==> src/rtl/if_fetch.sv <==
// MIPS instruction-fetch stage: PC owner, single-outstanding imem requester, 1-entry skid and
// IF/ID register, with delay-slot-aware redirect from decode.
module if_fetch #(
  parameter logic [31:0] RESET_PC = 32'h0000_3000
) (
  input  logic        clk,
  input  logic        reset,
  input  logic        stall,
  output logic        imem_req,
  output logic [31:0] imem_addr,
  input  logic        imem_ready,
  input  logic        imem_rvalid,
  input  logic [31:0] imem_rdata,
  output logic        id_valid,
  output logic [31:0] pc_out,
  output logic [31:0] instructure_out,
  input  logic        branch_in,
  input  logic [31:0] branch_addr,
  input  logic        jump_in,
  input  logic [25:0] jump_addr,
  input  logic        jump_reg_in,
  input  logic [31:0] jump_reg_addr
);

  logic [31:0] r_fetch_pc;
  logic        r_outstanding;
  logic [31:0] r_out_pc;
  logic        r_out_kill;
  logic        r_sk_valid;
  logic [31:0] r_sk_pc;
  logic [31:0] r_sk_instr;
  logic        r_id_valid;
  logic [31:0] r_pc_out;
  logic [31:0] r_instr_out;
  logic        r_redir_pending;
  logic [31:0] r_redir_target;

  logic        w_resp;
  logic        w_resp_live;
  logic        w_load;
  logic        w_to_skid;
  logic        w_accept;
  logic        w_redir;
  logic        w_d_issued;
  logic [31:0] w_d;
  logic [31:0] w_target;

  // Responses with nothing outstanding (e.g. stale ones across a reset) are ignored.
  assign w_resp      = imem_rvalid && r_outstanding;
  assign w_resp_live = w_resp && !r_out_kill;
  assign w_load      = !stall || !r_id_valid;
  assign w_to_skid   = w_resp_live && !w_load;

  // Also hold off while the skid is filling, so a later response always has a slot.
  assign imem_req  = reset && (!r_outstanding || imem_rvalid) && !r_sk_valid && !w_to_skid;
  assign imem_addr = r_fetch_pc;
  assign w_accept  = imem_req && imem_ready;

  assign w_redir    = r_id_valid && !stall && (branch_in || jump_in || jump_reg_in);
  assign w_d        = r_pc_out + 32'd4;
  assign w_d_issued = r_sk_valid || r_outstanding;

  always_comb begin
    w_target = w_d + (branch_addr << 2);
    if (jump_reg_in) begin
      w_target = jump_reg_addr & 32'hFFFF_FFFC;
    end else if (jump_in) begin
      w_target = {w_d[31:28], jump_addr, 2'b00};
    end
  end

  always_ff @(posedge clk or negedge reset) begin
    if (!reset) begin
      r_fetch_pc      <= RESET_PC;
      r_outstanding   <= 1'b0;
      r_out_pc        <= 32'd0;
      r_out_kill      <= 1'b0;
      r_sk_valid      <= 1'b0;
      r_sk_pc         <= 32'd0;
      r_sk_instr      <= 32'd0;
      r_id_valid      <= 1'b0;
      r_pc_out        <= 32'd0;
      r_instr_out     <= 32'd0;
      r_redir_pending <= 1'b0;
      r_redir_target  <= 32'd0;
    end else begin
      // A request issued alongside a redirect is younger than the delay slot when the slot
      // is already in the skid or responding now.
      if (w_accept) begin
        r_outstanding <= 1'b1;
        r_out_pc      <= r_fetch_pc;
        r_out_kill    <= w_redir && w_d_issued;
      end else begin
        if (w_resp) r_outstanding <= 1'b0;
        if (w_redir && r_sk_valid) r_out_kill <= 1'b1;
      end

      if (w_redir && w_d_issued) begin
        r_fetch_pc <= w_target;
      end else if (w_accept) begin
        if (r_redir_pending) begin
          r_fetch_pc      <= r_redir_target;
          r_redir_pending <= 1'b0;
        end else if (w_redir) begin
          r_fetch_pc <= w_target;
        end else begin
          r_fetch_pc <= r_fetch_pc + 32'd4;
        end
      end else if (w_redir) begin
        r_redir_pending <= 1'b1;
        r_redir_target  <= w_target;
      end

      if (w_load) begin
        if (r_sk_valid) begin
          r_id_valid  <= 1'b1;
          r_pc_out    <= r_sk_pc;
          r_instr_out <= r_sk_instr;
          r_sk_valid  <= w_resp_live && !w_redir;
          r_sk_pc     <= r_out_pc;
          r_sk_instr  <= imem_rdata;
        end else if (w_resp_live) begin
          r_id_valid  <= 1'b1;
          r_pc_out    <= r_out_pc;
          r_instr_out <= imem_rdata;
        end else begin
          r_id_valid <= 1'b0;
        end
      end else if (w_to_skid) begin
        r_sk_valid <= 1'b1;
        r_sk_pc    <= r_out_pc;
        r_sk_instr <= imem_rdata;
      end
    end
  end

  assign id_valid        = r_id_valid;
  assign pc_out          = r_pc_out;
  assign instructure_out = r_instr_out;

endmodule

==> config.mk <==
export PLATFORM = sky130hd
export DESIGN_NAME = if_fetch
export DESIGN_NICKNAME = d
export VERILOG_FILES = /design/src/rtl/if_fetch.sv
export SDC_FILE = /design/constraint.sdc
export NUM_CORES = 1
export LEC_CHECK = 0
export BUFFER_PORTS_ARGS = -buffer_cell sky130_fd_sc_hd__buf_2
export CORE_ASPECT_RATIO = 2
export CORE_MARGIN = 2
export CORE_UTILIZATION = 45
export CTS_BUF_LIST = sky130_fd_sc_hd__clkbuf_16
export DETAILED_ROUTE_END_ITERATION = 10
export MAX_ROUTING_LAYER = met4
export PLACE_DENSITY = 0.69
export SLEW_MARGIN = 20
export SYNTH_ARGS = -nofsm -noshare
export SYNTH_HDL_FRONTEND = slang
export SYNTH_SLANG_ARGS = --single-unit
==> constraint.sdc <==
create_clock -name clk -period 4.07 [get_ports clk]
set_clock_uncertainty 0.05 [all_clocks]
set_input_delay 0.6105 -clock clk [delete_from_list [all_inputs] [get_ports clk]]
set_output_delay 0.6105 -clock clk [all_outputs]
set_load 0.01 [all_outputs]
==> impl_metrics.toml, run 1 <==
[sta]
setup_viol = 0
hold_viol_final = 0
min_period_ns = 3.90
slew-limit-headroom_pct = 24.8
fmax_ghz = 0.256
timing.final.crit_share_pct = 95.8
worst_pin_slew_ns = 1.12
finalMaxSlewViolations = 0

[synthesis]
synth_xor_area_share_pct = 5.04
synthTopCellsByCount = "276 x nand2_1, 227 x dfrtp_1, 161 x o21ai_0"
ys.flop_type = "dfrtp_1"
syn_nets = 1578
yosys.area_share.simple_pct = 15.7
synthesis.area_sq_um = 13000
seq_area_frac_synth_pct = 44.0
synth-compound-area-share_pct = 17.4
synth_most_common_cell = "nand2_1"
async_reset_ff_share_pct = 100
synth.area.top_cells = "dfrtp_1 44%, nand2_1 8.0%, o21ai_0 6.2%"
synthMuxAreaShare_pct = 11.2
synth_top_family_by_area = "compound AO/OA/AOI/OAI gates"
syn_avg_cell_area_sq_um = 9.23
syn-instance-count = 1411
yosys_warnings = 0
yosysTopAreaCellShare_pct = 43.6
synthAdderAreaFrac_pct = 3.61
synth-seq-cells = 229
synth-edff-count = 0
synth_cell_types = 75
yosys.area.top_type = "dfrtp_1"

[setup_path]
slowest_stage = "dfrtp_1"
reg2reg_from = "pc_out[11]$_DFFE_PN0P_"
cp_max_fo = 3
crit_path_start_kind = "flop"
required_ns = 4.44
critical_path.top_delay_family = "simple AND/OR/NAND/NOR gates"
path_class = "reg2reg"
crit_chain = "and4_1, and3_4, nand3_4, or2_4, nor2_2, xor2_1, ha_1, a21o_1, or3_4, nor3_4, nor2_4, a211oi_2, mux2_4, and3_2, or3_1"
cp-end-kind = "flop"
critPathMaxStageDelay_ns = 0.35
path_buf_inv = 0
arrival_ns = 4.27
cp-startpoint = "pc_out[11]$_DFFE_PN0P_"

[routing]
dr.pass1.iters = 6
wl_per_cell_um = 19.4
drt_iter0_drc = 923
routed_via_density = 5.68
ant_nets = 0
drc = 0
wirelength_mm = 38.9
vias = 11424

[grt]
grt_max_degree = 160
grt_use_total_pct = 25.8
overflow = 0
grt_pass1_wl_mm = 60.8
antenna_found_initial = 3
first_global_vias = 10942

[min_path]
min_path_type = "in2async"

[power_and_ir_drop]
combPwrFrac_pct = 43.0
p_int_mw = 6.54
seqPwrFrac_pct = 37.9
leakage_nw = 7.27
power.switching_mw = 4.42
switching_share_pct = 40.3
p_clk_share_pct = 19.2
ir_drop_v = 0.000381
power_density_nw_per_um2 = 702

[place]
numPortBuffers = 223
place.gp.congestion = 0.942
dp_cells = 1962
hpwl_mm = 27.9
dpl_cell_area_sq_um = 14700

[floorplanning]
die_w_um = 124
start_util_pct = 45.5
core_sq_um = 28600
rows = 88
die_h_um = 245
dieArea_sq_um = 30400
io_pins = 228

[clock_network]
cts.htree.levels = 1
cts_made_buffers = 23
root_buffer = "clkbuf_16"
postCtsHoldBufs = 0
clk_pin_slew_worst_paths_ns = 0.07
clk_path_buf_depth = 3
clkLatencyLatePin_ns = 0.54
cts.sinks = 229
cts_tree = "done"

[outcome]
run_status = "complete, no violations"

[final_layout]
post_layout_nonfiller_instances = 2010
layout-drive-gt1-share_pct = 26.0
fin_area_sq_um = 15600
final_nets = 1798
synthToLayoutAreaGrowth_pct = 19.8

[job]
cap_violations = 0
[through the flow]
step	hold WS [ns]	setup TNS (ns)	power [mW]	setup slack [ns]	util, %
after floorplan	0.265	0	6.95	0.0196	-
after global placement	0.405	0	8.68	0.104	51.5
after detailed placement	0.415	0	8.77	0.0162	51.5
after CTS	0.234	0	10.9	0.0291	54.0
after global routing	0.273	-0.0271	11.7	-0.0271	54.5
final	0.202	0	11.0	0.169	54.5
[cells by family after synthesis]
group,Yosys count
xor+xnor,75
fa+ha+maj,37
buf+inv,96
flops,229
compound gates,372
simple gates,465
mux,137
[registers in the layout, summed over array words and instances (netlist names)]
name / flops
r_sk_valid: 1
r_sk_instr: 32
r_redir_target: 32
id_valid: 1
instructure_out: 32
r_out_kill: 1
r_sk_pc: 32
pc_out: 32
r_redir_pending: 1
r_outstanding: 1
r_out_pc: 32
imem_addr: 32
[final timing paths]
| check | slack, ns | cells past startpoint | to |
|---|---|---|---|
| setup / recovery | 0.17 | 15 | imem_addr[31]$_DFFE_PN0P_ |
| hold / removal | 0.20 | 2 | r_sk_valid$_DFFE_PN0P_ |
| setup reg to reg | 0.17 | 15 | imem_addr[31]$_DFFE_PN0P_ |
| hold reg to reg | 0.42 | 2 | instructure_out[7]$_DFFE_PN0P_ |
| max in group asynchronous | 2.29 | 3 | pc_out[2]$_DFFE_PN0P_ |
| min in group clk | 0.24 | 2 | r_outstanding$_DFFE_PN0P_ |
[power groups by stage]
stage | combinational (mW) | clock (mW) | sequential, mW
final | 4.71 | 2.10 | 4.15
after global routing | 5.20 | 2.22 | 4.28
after CTS | 4.63 | 2.15 | 4.13
after detailed placement | 4.60 | 0 | 4.17
after global placement | 4.55 | 0 | 4.13
after floorplan | 2.82 | 0 | 4.13
[cell type report]
| cell class | instances | area [sq um] |
|---|---|---|
| clock inverter | 19 | 146 |
| antenna | 2 | 5.00 |
| sequential | 229 | 5740 |
| multi-input combinational | 1086 | 7030 |
| fill | 2651 | 13000 |
| clock buffer | 23 | 576 |
| inverter | 14 | 52.6 |
| tap | 360 | 450 |
| timing repair buffer | 277 | 1610 |
[what timing repair did]
| item | CTS | global route |
|---|---|---|
| buffers inserted | 0 | 3 |
| endpoints found under the setup margin | 0 | 16 |
| resized for setup | 0 | 23 |
[worst reg2reg max path, cell delays in order, from the launching register on]
cell      delay, ns
dfrtp_1        0.35
and4_1         0.24
and3_4         0.22
nand3_4        0.09
or2_4          0.27
nor2_2         0.09
xor2_1         0.18
ha_1           0.27
a21o_1         0.18
or3_4          0.34
nor3_4         0.28
nor2_4         0.08
a211oi_2       0.30
mux2_4         0.35
and3_2         0.18
or3_1          0.33
[metal layers]
metal  up-vias  share of wire [%]  global-route usage, %
li1       5436                  -                      -
met1      5420                 42                   34.0
met2       491                 46                   39.6
met3        77                7.3                   3.77
met4         0                4.7                   11.6
met5         -                  0                      -
[placed cells by master, fill, tap and decap left out, types with 14 or more instances in the layout]
cell and n:
a21oi_1 66, clkbuf_16 23, mux2i_1 69, and3_1 15
inv_1 17, o22ai_1 17, buf_2 222, ha_1 35
xnor2_1 47, mux2_2 67, dfrtp_1 224, nand2_1 274
xor2_1 28, o21ai_0 158, nand3_1 26, a21o_1 21
o211ai_1 14, buf_4 48, nor2_1 75
Power figures use the tool's default switching activity.
==> run 2: changes to the inputs <==
--- a/config.mk
+++ b/config.mk
@@ -5,14 +5,13 @@
 export SDC_FILE = /design/constraint.sdc
 export NUM_CORES = 1
 export LEC_CHECK = 0
-export BUFFER_PORTS_ARGS = -buffer_cell sky130_fd_sc_hd__buf_2
 export CORE_ASPECT_RATIO = 2
 export CORE_MARGIN = 2
 export CORE_UTILIZATION = 45
 export CTS_BUF_LIST = sky130_fd_sc_hd__clkbuf_16
 export DETAILED_ROUTE_END_ITERATION = 10
+export DONT_BUFFER_PORTS = 1
 export MAX_ROUTING_LAYER = met4
-export PLACE_DENSITY = 0.69
 export SLEW_MARGIN = 20
 export SYNTH_ARGS = -nofsm -noshare
 export SYNTH_HDL_FRONTEND = slang
==> impl_metrics.toml, run 2 (synthesis gave the netlist of run 1 again) <==
[sta]
min_period_ns = 3.90
finalMaxSlewViolations = 0
rsz0062_at_grt = "true"
fmax_ghz = 0.256
hold_viol_final = 228
fin_ws_ns = 0.168
worst_pin_slew_ns = 1.10
timing.final.crit_share_pct = 95.9
holdWs_ns = -0.290
slew-limit-headroom_pct = 27.0
setup_viol = 0

[power_and_ir_drop]
power_density_nw_per_um2 = 732
leakage_nw = 6.33
power_mw = 10.6
ir_drop_v = 0.000419

[grt]
grt_pass1_wl_mm = 62.8
first_global_vias = 10834
antenna_found_initial = 2
grt_max_degree = 231
overflow = 0
grt_use_total_pct = 26.9

[place]
place.gp.congestion = 0.920
hpwl_mm = 29.7
dpl_worst_slack_ns = 0.0518
numPortBuffers = 0
dp_cells = 1751

[outcome]
run_status = "finished, violations left"
violations = "negative hold slack"

[routing]
ant_nets = 0
drt_iter0_drc = 634
wl_per_cell_um = 22.8
drc = 0
wirelength_mm = 41.0
dr.pass1.iters = 5
routed_via_density = 5.91
vias = 10617

[clock_network]
clk_path_buf_depth = 3
cts_made_buffers = 23
cts_tree = "done"
root_buffer = "clkbuf_16"
clk_pin_slew_worst_paths_ns = 0.07
clkLatencyLatePin_ns = 0.54
cts.sinks = 229
cts.htree.levels = 1

[floorplanning]
rows = 88
die_h_um = 245
start_util_pct = 45.5
core_sq_um = 28600
dieArea_sq_um = 30400
die_w_um = 124
io_pins = 228

[setup_path]
r2r_end = "imem_addr[29]$_DFFE_PN0P_"
cp-end-kind = "flop"
slowest_stage = "ha_1"
cp_max_fo = 7
arrival_ns = 4.24
path_class = "reg2reg"
required_ns = 4.41
critPathMaxStageDelay_ns = 0.42
r2r_slack_ns = 0.17
crit_chain = "and3_4, and4_4, nand2_1, or2_4, buf_4, xnor2_1, ha_1, nand4_1, a211oi_4, nor3_1, o31ai_1, buf_4, a31oi_1, xnor2_1, o221ai_1, o22ai_1"
crit_path_start_kind = "flop"
r2r_cells = 16
reg2reg_from = "pc_out[4]$_DFFE_PN0P_"

[job]
cap_violations = 0

[final_layout]
post_layout_nonfiller_instances = 1795
final_nets = 1585
synthToLayoutAreaGrowth_pct = 10.8
mostFrequentLayoutCells = "276 x nand2_1, 224 x dfrtp_1, 155 x o21ai_0"
final_common_cell = "nand2_1"
layout-drive-gt1-share_pct = 14.9

[min_path]
min_path_type = "in2async"
run 2: final cells by class:
cell class	count	area, sq um
antenna	2	5.00
clock buffer	23	576
clock inverter	17	115
fill	2736	14200
inverter	14	52.6
multi-input combinational	1086	7010
sequential	229	5740
tap	360	450
timing repair buffer	64	493
run 2: where the power goes:
group	switching (mW)	leakage [nW]	internal (mW)
clock	0.947	0.355	1.10
sequential	1.10	2.85	3.26
combinational	2.31	3.12	1.86
total	4.35	6.33	6.22
run 2: how the worst max path moves through the flow:
stage | from | to | slack [ns] | cells after the start
6_report | pc_out[4]$_DFFE_PN0P_ | imem_addr[29]$_DFFE_PN0P_ | 0.17 | 16
3_5_place_dp | pc_out[4]$_DFFE_PN0P_ | imem_addr[31]$_DFFE_PN0P_ | 0.05 | 15
3_3_place_gp | pc_out[4]$_DFFE_PN0P_ | imem_addr[31]$_DFFE_PN0P_ | 0.05 | 15
5_1_grt | pc_out[3]$_DFFE_PN0P_ | r_redir_target[29]$_DFFE_PN0P_ | -0.02 | 17
2_1_floorplan | pc_out[4]$_DFFE_PN0P_ | imem_addr[31]$_DFFE_PN0P_ | 0.02 | 17
4_1_cts | pc_out[3]$_DFFE_PN0P_ | imem_addr[31]$_DFFE_PN0P_ | 0.04 | 17
run 2: worst max-delay path: cells and delay by family, from the launching register on:
family          cells  cell delay, ns
compound gates      5            1.15
fa+ha+maj           1            0.42
flops               1            0.35
buf+inv             2            0.33
xor+xnor            2            0.30
simple gates        6            1.14
run 2: metrics by stage:
step	hold WS (ns)	area [sq um]	TNS [ns]	utilization [%]
2_1_floorplan	0.265	13000	0	-
6_report	-0.290	14400	0	50.4
3_3_place_gp	0.271	13700	0	47.7
3_5_place_dp	0.270	13700	0	47.7
4_1_cts	-0.307	14300	0	50.1
5_1_grt	-0.305	14400	-0.0440	50.4
run 2: repair_timing:
action                                 CTS  global route
buffers inserted                         0             2
setup endpoints to repair                0            17
endpoints found under the hold margin  229           229
gates resized for setup                  0            24
run 2: metal layers:
metal	global-route usage, %	wire length (um)	share of wire (%)	vias up
li1	-	-	-	5004
met1	31.0	15900	39	5197
met2	46.4	21000	51	344
met3	5.97	2740	6.7	72
met4	9.35	1400	3.4	0
met5	-	0	0	-
